### config.mk
export PLATFORM = sky130hd
export DESIGN_NAME = elc3_soc_sysinfo
export DESIGN_NICKNAME = d
export VERILOG_FILES = /design/src/rtl/elc3_sysinfo_pkg.sv /design/src/rtl/elc3_sysinfo_rd_pipe.sv /design/src/rtl/elc3_soc_sysinfo.sv
export SDC_FILE = /design/constraint.sdc
export NUM_CORES = 1
export LEC_CHECK = 0
export ABC_CLOCK_PERIOD_IN_PS = 2800
export BUFFER_PORTS_ARGS = -buffer_cell sky130_fd_sc_hd__buf_2
export CORE_ASPECT_RATIO = 1.75
export CORE_MARGIN = 2
export CORE_UTILIZATION = 60
export DETAILED_ROUTE_END_ITERATION = 8
export PLACE_DENSITY_LB_ADDON = 0.2
export SLEW_MARGIN = 0
export SYNTH_ARGS = -nofsm -noshare
export SYNTH_HDL_FRONTEND = slang
export SYNTH_SLANG_ARGS = --single-unit
### constraint.sdc
create_clock -name clock -period 2.8 [get_ports clock]
set_input_delay 0.56 -clock clock [delete_from_list [all_inputs] [get_ports clock]]
set_output_delay 0.56 -clock clock [all_outputs]
set_load 0.02 [all_outputs]
### src/rtl/elc3_sysinfo_pkg.sv
// Shared constants for the system-information slave: register map,
// CONTROL bit positions and the capability word builder.
package elc3_sysinfo_pkg;

    localparam logic [2:0] ADDR_ID        = 3'd0;
    localparam logic [2:0] ADDR_TS        = 3'd1;
    localparam logic [2:0] ADDR_CAPS      = 3'd2;
    localparam logic [2:0] ADDR_UPTIME_LO = 3'd3;
    localparam logic [2:0] ADDR_UPTIME_HI = 3'd4;
    localparam logic [2:0] ADDR_CONTROL   = 3'd5;
    localparam logic [2:0] ADDR_SCRATCH0  = 3'd6;
    localparam logic [2:0] ADDR_SCRATCH1  = 3'd7;

    localparam int CTRL_EN     = 0;
    localparam int CTRL_CLR    = 1;
    localparam int NUM_SCRATCH = 2;

    function automatic logic [31:0] caps_word(input logic [15:0] version,
                                              input logic [7:0]  latency);
        return {version, latency, 8'(NUM_SCRATCH)};
    endfunction

endpackage

### src/rtl/elc3_sysinfo_rd_pipe.sv
// Valid+data delay line: each stage only captures data when its input is
// valid, so the output data holds the last delivered word between pulses.
module elc3_sysinfo_rd_pipe #(
    parameter int DEPTH = 1,
    parameter int WIDTH = 32
) (
    input  logic             clk,
    input  logic             rst_n,
    input  logic             in_valid,
    input  logic [WIDTH-1:0] in_data,
    output logic             out_valid,
    output logic [WIDTH-1:0] out_data
);

    logic             vchain_s [DEPTH+1];
    logic [WIDTH-1:0] dchain_s [DEPTH+1];

    assign vchain_s[0] = in_valid;
    assign dchain_s[0] = in_data;

    for (genvar g = 0; g < DEPTH; g++) begin : g_stage
        logic             valid_q, valid_d;
        logic [WIDTH-1:0] data_q, data_d;

        // Next-state for one stage: valid always shifts, data only on valid.
        always_comb begin
            valid_d = vchain_s[g];
            if (vchain_s[g]) begin
                data_d = dchain_s[g];
            end else begin
                data_d = data_q;
            end
        end

        // Stage registers, flushed by reset so in-flight reads are lost.
        always_ff @(posedge clk or negedge rst_n) begin
            if (!rst_n) begin
                valid_q <= 1'b0;
                data_q  <= {WIDTH{1'b0}};
            end else begin
                valid_q <= valid_d;
                data_q  <= data_d;
            end
        end

        assign vchain_s[g+1] = valid_q;
        assign dchain_s[g+1] = data_q;
    end

    assign out_valid = vchain_s[DEPTH];
    assign out_data  = dchain_s[DEPTH];

endmodule

### src/rtl/elc3_soc_sysinfo.sv
// System-information Avalon-MM slave: identity, timestamp, capabilities,
// 64-bit uptime counter with LO/HI snapshot, control and scratch registers.
module elc3_soc_sysinfo
    import elc3_sysinfo_pkg::*;
#(
    parameter logic [31:0] SYSTEM_ID    = 32'h0000_0000,
    parameter logic [31:0] TIMESTAMP    = 32'd0,
    parameter logic [15:0] VERSION      = 16'h0002,
    parameter int          READ_LATENCY = 1,
    parameter logic        CNT_RESET_EN = 1'b1
) (
    input  logic        clock,
    input  logic        reset_n,
    input  logic [2:0]  address,
    input  logic        read,
    input  logic        write,
    input  logic [31:0] writedata,
    output logic [31:0] readdata,
    output logic        readdatavalid
);

    if (READ_LATENCY < 1 || READ_LATENCY > 4) begin : g_bad_latency
        $error("elc3_soc_sysinfo: READ_LATENCY must be in 1..4");
    end

    localparam logic [31:0] CAPS_VALUE = caps_word(VERSION, 8'(READ_LATENCY));

    logic [63:0] uptime_q, uptime_d;
    logic [31:0] shadow_q, shadow_d;
    logic [31:0] scratch0_q, scratch0_d;
    logic [31:0] scratch1_q, scratch1_d;
    logic        en_q, en_d;

    logic        rd_accept_s;
    logic        ctrl_wr_s;
    logic [31:0] rd_data_s;

    // A read colliding with a write is dropped; the write still lands.
    assign rd_accept_s = read & ~write;
    assign ctrl_wr_s   = write & (address == ADDR_CONTROL);

    // Register and counter next-state; clear takes priority over increment.
    always_comb begin
        if (ctrl_wr_s) begin
            en_d = writedata[CTRL_EN];
        end else begin
            en_d = en_q;
        end

        if (ctrl_wr_s && writedata[CTRL_CLR]) begin
            uptime_d = 64'd0;
        end else if (en_q) begin
            uptime_d = uptime_q + 64'd1;
        end else begin
            uptime_d = uptime_q;
        end

        if (rd_accept_s && (address == ADDR_UPTIME_LO)) begin
            shadow_d = uptime_q[63:32];
        end else begin
            shadow_d = shadow_q;
        end

        if (write && (address == ADDR_SCRATCH0)) begin
            scratch0_d = writedata;
        end else begin
            scratch0_d = scratch0_q;
        end

        if (write && (address == ADDR_SCRATCH1)) begin
            scratch1_d = writedata;
        end else begin
            scratch1_d = scratch1_q;
        end
    end

    // Read mux, sampled on current (pre-edge) register values.
    always_comb begin
        case (address)
            ADDR_ID:        rd_data_s = SYSTEM_ID;
            ADDR_TS:        rd_data_s = TIMESTAMP;
            ADDR_CAPS:      rd_data_s = CAPS_VALUE;
            ADDR_UPTIME_LO: rd_data_s = uptime_q[31:0];
            ADDR_UPTIME_HI: rd_data_s = shadow_q;
            ADDR_CONTROL:   rd_data_s = {31'd0, en_q};
            ADDR_SCRATCH0:  rd_data_s = scratch0_q;
            ADDR_SCRATCH1:  rd_data_s = scratch1_q;
            default:        rd_data_s = 32'd0;
        endcase
    end

    // State registers with asynchronous clear.
    always_ff @(posedge clock or negedge reset_n) begin
        if (!reset_n) begin
            uptime_q   <= 64'd0;
            shadow_q   <= 32'd0;
            scratch0_q <= 32'd0;
            scratch1_q <= 32'd0;
            en_q       <= CNT_RESET_EN;
        end else begin
            uptime_q   <= uptime_d;
            shadow_q   <= shadow_d;
            scratch0_q <= scratch0_d;
            scratch1_q <= scratch1_d;
            en_q       <= en_d;
        end
    end

    elc3_sysinfo_rd_pipe #(
        .DEPTH (READ_LATENCY),
        .WIDTH (32)
    ) u_rd_pipe (
        .clk       (clock),
        .rst_n     (reset_n),
        .in_valid  (rd_accept_s),
        .in_data   (rd_data_s),
        .out_valid (readdatavalid),
        .out_data  (readdata)
    );

endmodule

# Word level (Yosys, flattened, before mapping)

Index checks and enable logic that the tools add are counted.

Logic and storage cells: 28
Output and inout bits: 33
Register bits: 194

Add/subtract/negate cells: 1
Mux-type cells: 3
Eq/ne operators: 7
Bitwise gates (word level): 3
Reduce and logical (&&, ||, !) cells: 7

Operator list:

| cell                                                             | number |
|---|---|
| 32-bit one-hot mux with 7 select lines                           | 1 |
| 64-bit two-way mux                                               | 2 |
| 64-bit by 1-bit adder with 64-bit output (second input constant) | 1 |
| 3-bit == test (second input constant)                            | 4 |
| 3-bit by 2-bit == test with 1-bit output (second input constant) | 2 |
| 1-bit logical AND                                                | 4 |
| 3-bit by 1-bit == test with 1-bit output (second input constant) | 1 |
| 3-bit logical NOT                                                | 1 |
| 1-bit AND                                                        | 2 |
| 2-bit nonzero test                                               | 1 |
| 2-bit OR reduction                                               | 1 |
| 1-bit NOT                                                        | 1 |

# Longest topological paths before layout

Gate-level depths: netlist of the first run.

Depth in word-level cells: 4
Gate-level depth with buffers: 8
Gate-level depth less buffers: 6

# Modules after synthesis

From an unflattened synthesis of the first run, not the netlist that was laid out.

Cell total of the unflattened synthesis: 777
Area, all modules: 9131.3 um2

Modules (own cells, without submodules):

| module               | seq. area each (um2) | cells an instance | area each (um2) | times used |
|---|---|---|---|---|
| elc3_soc_sysinfo     | 4030.1               | 708               | 7761.2          | 1 |
| elc3_sysinfo_rd_pipe | 825.8                | 69                | 1370.1          | 1 |

# Least setup slack after synthesis of the first run

Ideal clock, no wire load.

Path kind: reg-to-reg
Start point: reg en_q
End point: reg uptime_q[57]
Stages on the path, launching flop included: 9
Slack: 0.498 ns
Arrival: 2.224 ns
Data required time: 2.723 ns
Cells stage by stage: dfstp_2 buf_2 and4_1 buf_2 nand3_4 or3_4 buf_6 or4b_1 a21oi_1

Longest elaborated chain between the ends: 1

RTL lines:

| element                      | RTL line                | text |
|---|---|---|
| from (decl)                  | elc3_soc_sysinfo.sv:32  | `logic en_q, en_d;` |
| from (signal assigned)       | elc3_soc_sysinfo.sv:105 | `en_q <= en_d;` |
| 2-bit nonzero test (no line) | -                       |  |
| to (signal assigned)         | elc3_soc_sysinfo.sv:101 | `uptime_q <= uptime_d;` |
| to (decl)                    | elc3_soc_sysinfo.sv:28  | `logic [63:0] uptime_q, uptime_d;` |

Every way passes these cells.
A chain may end at the register's enable or synchronous reset.

# Worst setup path after layout of the first run

Start point: reg uptime_q[34]
End point: reg uptime_q[57]

Longest elaborated chain between the ends: 3

RTL lines:

| element                                  | RTL line               | text |
|---|---|---|
| 64-bit by 1-bit adder with 64-bit output | elc3_soc_sysinfo.sv:53 | `uptime_d = uptime_q + 64'd1;` |
| 64-bit two-way mux                       | elc3_soc_sysinfo.sv:52 | `end else if (en_q) begin` |
| 64-bit two-way mux                       | elc3_soc_sysinfo.sv:50 | `if (ctrl_wr_s && writedata[CTRL_CLR]) begin` |

Every way passes these cells. The select of a mux whose other input is x is not followed.

==> results.txt, run 1 <==
post-CTS sizing: 0
IO Pins: 72
H-tree levels: 4
unrepaired setup endpoints after global routing: no
Yosys top cell by area: dfrtp_1
final wirelength: 23870 um
maximum clock path buffer count: 2
CP required: 3.16 ns
Synth Register Bits: 194
Final Instance Area: 10190 um2
Tcrit/Tclk final: 85.33%
YS warnings: 0
Syn Inst Count: 783
global route total overflow: 0
clk sinks: 194
die height: 165.7 um
pre-CTS WS: 0.4383 ns
Worst Path Arrival: 2.74 ns
placed wire-length estimate: 16740 um
Slew Limit Fails: 0
max_cap viols: 0
Synth cell types: 53
Synth Flop Type: dfrtp_1
Die W: 96.39 um
Initial Utilization: 60.70%
post-route DRC violation count: 0
number of diodes: 0
post-synthesis area per instance: 11.45 um2
initial antenna violation count: 0
Post-Place Cells: 1020
FF+latch area: 4856 um2
synthesis-to-layout area growth: 13.68%
hold crit path type: primary input to asynchronous set/reset pin
Crit Path Category: register to register
Core ar.: 14760 um2
worst skew pair latency: 0.44 ns
Post-CTS Setup Inserts: 0
Max VDD drop: 0.0004736 V
largest net degree at the start of global routing: 68
Net Count, Synth: 823
CP Capture Type: register
Crit Path Max Fanout: 16
final worst slack: 0.4107 ns
CTS tree: done
placed cell area: 9618 um2
post-DR vias/cell: 6.543
Total Routing Usage GR: 31.46%
PortBufs: 71
final std cells w/o fill: 1052
Rows: 59
clock transition at the registers of the reported paths: 0.08 ns
largest cells by area after synthesis: dfrtp_1 (54%), mux2_2 (12%), a221oi_1 (2.7%), a22o_1 (2.6%), o21ai_0 (2.6%)
post-synthesis async set-or-reset flop share: 100.0%
area of the multi-input gates: 3882 um2
fin nets: 896
critical path's top delay family: simple AND/OR/NAND/NOR gates
endpoints failing setup: 0
WP buf/inv: 1
CTS root buffer: clkbuf_16
Setup Skew: 0.01429 ns
Slew @ Worst Pin: 1.276 ns
Min Clock Period, post-route: 2.389 ns
CTS Buf Count: 17
Slew Limit Headroom: 14.95%
Placer Congestion: 0.9542
Initial DRT Pass Iterations: 5
Max stage delay on crit path: 0.57 ns
share of layout cells above drive strength 1: 29.46%
Max Freq: 0.4185 GHz
Die ar.: 15970 um2
setup TNS: 0 ns
filler cell count: 1137
Via Count: 6883
worst path cell trace: nand3_1 > nor4_1 > buf_4 > nand2_1 > or4b_1 > a21oi_1
Post-DRT Antenna Nets: 0
Seq/Total Area, Yosys: 54.18%
PwrDens: 747.3 nW/um2
Static Leak: 4.421 nW
Final Hold Viols: 0
Slowest-stage cell, CP: or4b_1
startpoint types: register
post-synthesis cell area: 8962 um2
first-pass GRT wire length: 38050 um
Post-CTS Hold Buffers: 0
outcome: finished clean
initial DRC count: 378
Finished Core Util: 69.01%
share of Yosys cell area claimed by the top area cell type: 53.89%
Post-synth EDFFs: 0
WL/cell: 22.69 um
vias in the first global route: 7188
cells by family after synthesis:
family / count (synthesis) / synth area share, %
AO/OA/AOI/OAI: 150 / 11.43
XOR/XNOR: 37 / 3.616
adder cells (fa/ha/maj): 1 / 0.1396
buffers and inverters: 54 / 2.666
flip-flops: 194 / 54.18
multiplexers: 103 / 12.87
AND/OR/NAND/NOR: 244 / 15.09
placed cells by master (no fill, tap or decap), types with 4 or more instances in the layout:
| cell | count |
|---|---|
| xor2_1 | 18 |
| or3_1 | 9 |
| o21ai_0 | 45 |
| mux2i_1 | 5 |
| nand4_1 | 23 |
| nor3_1 | 11 |
| buf_12 | 4 |
| nor2_1 | 47 |
| or4_1 | 10 |
| nand2_1 | 56 |
| inv_6 | 5 |
| mux2_2 | 98 |
| clkbuf_16 | 17 |
| a22oi_1 | 4 |
| dfrtp_1 | 193 |
| nor4_1 | 7 |
| o41ai_1 | 4 |
| and4_1 | 7 |
| nand3_1 | 29 |
| a21oi_1 | 27 |
| inv_1 | 11 |
| and3_2 | 5 |
| a22o_1 | 27 |
| o31ai_1 | 8 |
| and3_1 | 10 |
| xnor2_1 | 19 |
| a221oi_1 | 28 |
| buf_4 | 22 |
| buf_2 | 70 |
synth_stat cells, types with 7 or more instances:
cell / instances
buf_1: 9
nand2_1: 56
o21ai_0: 46
inv_1: 11
and3_1: 10
dfrtp_1: 193
xnor2_1: 19
and4_1: 7
nand3_1: 29
nor4_1: 7
a221oi_1: 28
o31ai_1: 8
mux2_2: 98
nand4_1: 23
clkbuf_1: 26
nor2_1: 48
xor2_1: 18
a21oi_1: 27
nor3_1: 12
a22o_1: 27
or3_1: 9
or4_1: 10
final cells by class:
class | instances | share of cell area [%]
Timing Repair Buffer | 97 | 5.981
Clock inverter | 14 | 1.388
Multi-Input combinational cell | 535 | 38.11
Inverter | 11 | 0.4053
Clock buffer | 18 | 4.212
Sequential cell | 194 | 47.66
Tap cell | 183 | 2.247
registers in the layout (all words and copies together) (netlist names):
name / count
scratch0_q: 32
u_rd_pipe.out_data: 32
u_rd_pipe.out_valid: 1
uptime_q: 64
shadow_q: 32
en_q: 1
scratch1_q: 32
power breakdown:
group	total (mW)	switching [mW]	internal [mW]
sequential	4.00	0.591	3.41
clock	2.41	1.15	1.26
combinational	1.20	0.596	0.605
total	7.61	2.34	5.27
final timing paths:
| path | from | end | slack, ns | cells past startpoint |
|---|---|---|---|---|
| max | uptime_q[34] | uptime_q[57] | 0.41 | 6 |
| min | reset_n | uptime_q[30] | 0.13 | 1 |
| max reg2reg | uptime_q[34] | uptime_q[57] | 0.41 | 6 |
| min reg2reg | u_rd_pipe.out_data[22] | u_rd_pipe.out_data[22] | 0.48 | 2 |
| max in group asynchronous | reset_n | shadow_q[7] | 1.97 | 2 |
| min in group clock | writedata[1] | uptime_q[42] | 0.36 | 2 |
routing by layer:
metal,vias up,GRT usage (%),share of wire (%)
li1,3048,-,-
met1,3521,37.07,37
met2,256,55.07,55
met3,58,4.729,4.1
met4,0,14.39,3.9
met5,-,0,0
worst reg2reg max path, delay by kind of cell, from the launching register on:
family                 cells  cell delay [ns]
AND/OR/NAND/NOR            4             1.44
flip-flops                 1             0.52
buffers and inverters      1             0.19
AO/OA/AOI/OAI              1             0.16
per-stage QoR:
stage	power, mW	hold WS [ns]
6_report	7.614	0.1257
3_3_place_gp	5.126	0.4585
3_5_place_dp	5.228	0.4650
5_1_grt	7.952	0.1599
4_1_cts	7.632	0.1441
2_1_floorplan	4.692	0.2644
(Power assumes the default switching activity.)
==> run 2: changes to the inputs <==
--- a/config.mk
+++ b/config.mk
@@ -7,7 +7,6 @@
 export LEC_CHECK = 0
 export ABC_CLOCK_PERIOD_IN_PS = 2800
 export BUFFER_PORTS_ARGS = -buffer_cell sky130_fd_sc_hd__buf_2
-export CORE_ASPECT_RATIO = 1.75
 export CORE_MARGIN = 2
 export CORE_UTILIZATION = 60
 export DETAILED_ROUTE_END_ITERATION = 8
==> results.txt, run 2 (synthesized netlist as in run 1, its figures left out) <==
startpoint types: register
CTS tree: done
endpoints failing setup: 0 (unchanged)
global route total overflow: 0 (unchanged)
area of the multi-input gates: 3882 um2 (unchanged)
unrepaired setup endpoints after global routing: no
Static Leak: 4.446 nW (+0.56%)
vias in the first global route: 6834 (-4.9%)
first-pass GRT wire length: 36650 um (-3.7%)
Post-DRT Antenna Nets: 0 (unchanged)
Min Clock Period, post-route: 2.496 ns (+0.1070 ns)
final wirelength: 22440 um (-6.0%)
Slew @ Worst Pin: 1.269 ns (-0.006804 ns)
number of diodes: 0 (unchanged)
PwrDens: 756.7 nW/um2 (+1.3%)
initial DRC count: 655 (+73%)
clk sinks: 194 (unchanged)
Crit Path Category: register to register
CTS Buf Count: 17 (unchanged)
Slew Limit Headroom: 15.41% (+0.45 points)
largest net degree at the start of global routing: 79 (+16%)
Rows: 44 (-25%)
hold crit path type: primary input to asynchronous set/reset pin
clock transition at the registers of the reported paths: 0.07 ns (about the same)
Crit Path Max Fanout: 16 (unchanged)
worst skew pair latency: 0.44 ns (about the same)
CTS root buffer: clkbuf_16
CP Capture Type: register
Placer Congestion: 0.9311 (-2.4%)
Final Hold Viols: 0 (unchanged)
WL/cell: 21.31 um (-6.1%)
Max Freq: 0.4006 GHz (-4.3%)
commonest non-fill, non-tap cell in the layout: dfrtp_1
PortBufs: 71 (unchanged)
Slew Limit Fails: 0 (unchanged)
outcome: finished clean
setup TNS: 0 ns (unchanged)
placed cell area: 9614 um2 (about the same)
Top reg by flops: uptime_q
synthesis-to-layout area growth: 14.11%
Max VDD drop: 0.0005226 V (+10%)
fin nets: 897 (+0.11%)
Via Count: 6893 (+0.15%)
placed wire-length estimate: 15100 um (-9.8%)
initial antenna violation count: 0 (unchanged)
die height: 126.2 um (-24%)
max_cap viols: 0 (unchanged)
max reg flops: 64 (unchanged)
post-route DRC violation count: 0 (unchanged)
post-DR vias/cell: 6.546 (about the same)
CP required: 3.16 ns (about the same)
share of layout cells above drive strength 1: 29.34% (-0.12 points)
IO Pins: 72 (unchanged)
Worst Path Arrival: 2.86 ns (+0.12 ns)
Setup Skew: 0.007467 ns (-0.006822 ns)
H-tree levels: 4 (unchanged)
Final Instance Area: 10230 um2 (+0.38%)
worst hold slack: 0.1404 ns (+0.01472 ns)
Total Routing Usage GR: 29.29% (-2.2 points)
Core ar.: 14590 um2 (-1.2%)
maximum clock path buffer count: 2 (unchanged)
post-CTS sizing: 0 (unchanged)
Post-CTS Hold Buffers: 0 (unchanged)
Initial DRT Pass Iterations: 6 (+1)
Tcrit/Tclk final: 89.16% (+3.8 points)
Die ar.: 15930 um2 (-0.24%)
Post-CTS Setup Inserts: 0 (unchanged)
Die W: 126.2 um (+31%)
filler cell count: 1039 (-8.6%)
commonest cells after routing, fill and taps aside: dfrtp_1 (193), mux2_2 (98), buf_2 (70)
FF+latch area: 4856 um2 (unchanged)
Initial Utilization: 61.43% (+0.73 points)
run 2: cell types whose count changed in the layout (fill, tap and decap cells not counted):
cell,change
clkbuf_1,+1
inv_6,-4
clkbuf_8,+4
inv_8,-3
buf_12,-1
buf_4,+2
clkinvlp_4,-1
bufinv_16,+2
run 2: layout make-up:
class | instances | share of cell area [%]
Clock buffer | 23 | 4.771
Clock inverter | 8 | 1.223
Inverter | 11 | 0.4037
Multi-Input combinational cell | 535 | 37.96
Sequential cell | 194 | 47.48
Tap cell | 184 | 2.251
Timing Repair Buffer | 98 | 5.909
run 2: path summary, 6_finish.rpt:
kind / endpoint / depth (start not counted) / slack [ns] / startpoint
setup reg to reg: uptime_q[53] / 6 / 0.30 / uptime_q[34]
setup / recovery: uptime_q[53] / 6 / 0.30 / uptime_q[34]
min in group clock: uptime_q[42] / 2 / 0.35 / writedata[1]
hold reg to reg: u_rd_pipe.out_data[15] / 2 / 0.47 / u_rd_pipe.out_data[15]
hold / removal: scratch0_q[22] / 1 / 0.14 / reset_n
max in group asynchronous: scratch1_q[7] / 2 / 1.90 / reset_n
run 2: critical path: stages, from the launching register on:
cell,delay [ns]
dfrtp_1,0.50
nand3_1,0.27
nor4_1,0.32
buf_4,0.20
nand2_1,0.35
or4_1,0.60
a21oi_1,0.17
run 2: per-stage QoR:
step / utilization (%) / power, mW / setup slack [ns] / cells
2_1_floorplan: - / 4.692 / 0.4984 / 783
3_3_place_gp: 65.90 / 5.126 / 0.4080 / 1022
3_5_place_dp: 65.90 / 5.218 / 0.2964 / 1022
4_1_cts: 70.10 / 7.746 / 0.3836 / 1053
5_1_grt: 70.10 / 8.091 / 0.1893 / 1053
6_report: 70.10 / 7.739 / 0.3037 / 1053
run 2: metal layers:
| layer | routed length [um] | vias to the layer above | GRT usage (%) |
|---|---|---|---|
| met3 | 1381 | 30 | 6.160 |
| met4 | 310 | 0 | 8.533 |
| li1 | - | 3055 | - |
| met1 | 10030 | 3528 | 42.54 |
| met2 | 10720 | 280 | 45.07 |
| met5 | 0 | - | 0 |
run 2: power by group:
part,total [mW],internal [mW],leakage [nW],switching [mW]
combinational,1.20,0.606,1.69,0.590
sequential,4.02,3.41,2.45,0.605
clock,2.53,1.50,0.300,1.03
==> run 3: changes to the inputs <==
--- a/config.mk
+++ b/config.mk
@@ -5,12 +5,14 @@
 export SDC_FILE = /design/constraint.sdc
 export NUM_CORES = 1
 export LEC_CHECK = 0
+export ABC_AREA = 1
 export ABC_CLOCK_PERIOD_IN_PS = 2800
 export BUFFER_PORTS_ARGS = -buffer_cell sky130_fd_sc_hd__buf_2
 export CORE_MARGIN = 2
-export CORE_UTILIZATION = 60
+export CORE_UTILIZATION = 61
 export DETAILED_ROUTE_END_ITERATION = 8
 export PLACE_DENSITY_LB_ADDON = 0.2
+export RECOVER_POWER = 25
 export SLEW_MARGIN = 0
 export SYNTH_ARGS = -nofsm -noshare
 export SYNTH_HDL_FRONTEND = slang
==> results.txt, run 3 <==
Max Freq: 0.5198 GHz (+30%)
commonest non-fill, non-tap cell in the layout: nand2_1
Slowest-stage cell, CP: dfrtp_1
unrepaired setup endpoints after global routing: no
Synth Register Bits: 194 (unchanged)
Post-Synth XOR/XNOR Area: 0% (-3.6 points)
PwrDens: 599.9 nW/um2 (-21%)
endpoints failing setup: 0 (unchanged)
initial antenna violation count: 0 (unchanged)
synthesis-to-layout area growth: 11.27%
Top reg by flops: uptime_q
post-CTS sizing: 0 (unchanged)
Slew @ Worst Pin: 1.449 ns (+0.1802 ns)
Crit Path Max Fanout: 5 (-11)
IO Pins: 72 (unchanged)
Via Count: 8771 (+27%)
CTS Buf Count: 17 (unchanged)
placed wire-length estimate: 19930 um (+32%)
final std cells w/o fill: 1567 (+49%)
Logic pwr share: 12.7% (-2.8 points)
global route total overflow: 0 (unchanged)
Rows: 46 (+4.5%)
Total Routing Usage GR: 33.70% (+4.4 points)
Tcrit/Tclk final: 68.70% (-20 points)
first-pass GRT wire length: 43100 um (+18%)
CP required: 3.13 ns (-0.03 ns)
FF+latch area: 4856 um2 (unchanged)
initial DRC count: 900 (+37%)
Compound-Gate Fraction of Synth Area: 12.97% (+1.5 points)
WL/cell: 17.36 um (-19%)
post-DR vias/cell: 5.597 (-14%)
setup TNS: 0 ns (unchanged)
Max stage delay on crit path: 0.42 ns (-0.18 ns)
Post-CTS Hold Buffers: 0 (unchanged)
startpoint types: register
PortBufs: 71 (unchanged)
largest net degree at the start of global routing: 80 (+1.3%)
switch share: 29.82% (+1.1 points)
pre-CTS WS: 0.7765 ns (+0.4801 ns)
number of diodes: 0 (unchanged)
Final Hold Viols: 0 (unchanged)
Synth Flop Type: dfrtp_1
Seq/Total Area, Yosys: 49.53% (-4.7 points)
synth cell count leaders: nand2_1 (365), dfrtp_1 (193), nor2_1 (185), o21ai_0 (120), inv_1 (117)
area of the multi-input gates: 4243 um2 (+9.3%)
YS warnings: 0 (unchanged)
CTS tree: done
worst skew pair latency: 0.44 ns (about the same)
filler cell count: 1359 (+31%)
Static Leak: 5.254 nW (+18%)
clk sinks: 194 (unchanged)
CP Capture Type: register
worst hold slack: 0.3620 ns (+0.2215 ns)
Post-Place Cells: 1535 (+50%)
Core ar.: 15770 um2 (+8.1%)
Syn Inst Count: 1279 (+63%)
Post-synth EDFFs: 0 (unchanged)
clock power share: 36.3% (+3.7 points)
Net Switching: 1.952 mW (-12%)
Synth cell types: 40 (-25%)
Die W: 130.8 um (+3.6%)
post-synthesis area per instance: 7.666 um2 (-33%)
post-synthesis cell area: 9804 um2 (+9.4%)
Max VDD drop: 0.0004651 V (-11%)
H-tree levels: 4 (unchanged)
Min Clock Period, post-route: 1.924 ns (-0.5727 ns)
share of Yosys cell area claimed by the top area cell type: 49.26% (-4.6 points)
Post-CTS Setup Inserts: 0 (unchanged)
maximum clock path buffer count: 2 (unchanged)
Slew Limit Fails: 0 (unchanged)
Placer Congestion: 0.9695 (+4.1%)
max_cap viols: 0 (unchanged)
outcome: finished clean
clock transition at the registers of the reported paths: 0.08 ns (about the same)
die height: 130.8 um (+3.6%)
Synth Area in Simple Gates: 29.95% (+15 points)
final worst slack: 0.8764 ns (+0.5727 ns)
mux contribution to synthesized area: 0.2297% (-13 points)
largest family of logic cells by synthesized area: simple AND/OR/NAND/NOR gates
Worst Path Arrival: 2.25 ns (-0.61 ns)
Post-DRT Antenna Nets: 0 (unchanged)
Crit Path Category: register to register
post-synthesis async set-or-reset flop share: 100.0% (unchanged)
Initial DRT Pass Iterations: 5 (-1)
Net Count, Synth: 1319 (+60%)
most common cell in the netlist: nand2_1
hold crit path type: primary input to register
internal power: 4.593 mW (-17%)
Die ar.: 17100 um2 (+7.4%)
Setup Skew: 0.01058 ns (+0.003110 ns)
commonest cells after routing, fill and taps aside: nand2_1 (365), dfrtp_1 (193), nor2_1 (185)
post-route DRC violation count: 0 (unchanged)
Synth Area in Adders: 0.1276% (-0.012 points)
final wirelength: 27200 um (+21%)
vias in the first global route: 7989 (+17%)
Initial Utilization: 62.17% (+0.74 points)
Slew Limit Headroom: 3.394% (-12 points)
CTS root buffer: clkbuf_16
share of layout cells above drive strength 1: 14.21% (-15 points)
max reg flops: 64 (unchanged)
power share of the sequential group: 51.0% (-0.9 points)
largest cells by area after synthesis: dfrtp_1 (49%), nand2_1 (14%), nor2_1 (7.1%), o21ai_0 (6.1%), inv_1 (4.5%)
Yosys top cell by area: dfrtp_1
worst path cell trace: ha_1 > nand2_1 > nor2_2 > nand2_2 > nor2_1 > nand3_1 > o21ai_0 > a21oi_1
fin nets: 1378 (+54%)
==> run 3: metrics by stage <==
| step | power [mW] | instance area (um2) | utilization (%) |
|---|---|---|---|
| after detailed placement | 4.214 | 10340 | 65.57 |
| after floorplan | 3.867 | 9804 | - |
| after global routing | 6.843 | 10910 | 69.18 |
| after global placement | 4.178 | 10340 | 65.57 |
| final | 6.545 | 10910 | 69.18 |
| after CTS | 6.574 | 10920 | 69.26 |
==> run 3: per-layer routing <==
metal  vias up  GRT usage, %  wire length (um)
met5         -             0                 0
met4         0         12.08               895
met3        49         6.270              2031
met2       379         52.63             12560
met1      4127         47.74             11700
li1       4216             -                 -
==> run 3: power by group through the flow <==
| stage | registers (mW) | clock network (mW) | logic (mW) |
|---|---|---|---|
| 3_3_place_gp | 3.38 | 0 | 0.798 |
| 4_1_cts | 3.34 | 2.40 | 0.837 |
| 3_5_place_dp | 3.38 | 0 | 0.829 |
| 6_report | 3.34 | 2.37 | 0.831 |
| 2_1_floorplan | 3.40 | 0 | 0.468 |
| 5_1_grt | 3.37 | 2.52 | 0.946 |
==> run 3: critical path, delay by kind of cell (launching register included) <==
| family | cells | cell delay [ns] |
|---|---|---|
| and+or+nand+nor | 5 | 0.92 |
| DFF | 1 | 0.42 |
| AOI/OAI and AO/OA | 2 | 0.24 |
| adders and majority gates | 1 | 0.22 |
==> run 3: cells by family (layout without fill, tap and decap cells) <==
group,after synthesis,in the layout
and+or+nand+nor,681,681
AOI/OAI and AO/OA,230,230
DFF,194,194
adders and majority gates,1,1
buffers and inverters,171,243
muxes,2,2
==> run 3: path summary, 6_finish.rpt <==
| check | depth (start not counted) | slack [ns] | from | end |
|---|---|---|---|---|
| max | 8 | 0.88 | uptime_q[1] | uptime_q[44] |
| min | 3 | 0.36 | writedata[25] | scratch0_q[25] |
| max reg2reg | 8 | 0.88 | uptime_q[1] | uptime_q[44] |
| min reg2reg | 2 | 0.48 | u_rd_pipe.out_data[6] | u_rd_pipe.out_data[6] |
| max in group asynchronous | 2 | 1.25 | reset_n | shadow_q[23] |
| min in group asynchronous | 1 | 0.46 | reset_n | scratch1_q[6] |
==> run 3: area by class of cell <==
class,instances,share of cell area [%]
well taps,216,2.477
flip-flops and latches,194,44.51
clock buffers,17,3.900
clock inverters,15,1.434
multi-input cells,914,38.89
inverters,129,4.462
repair buffers,82,4.324
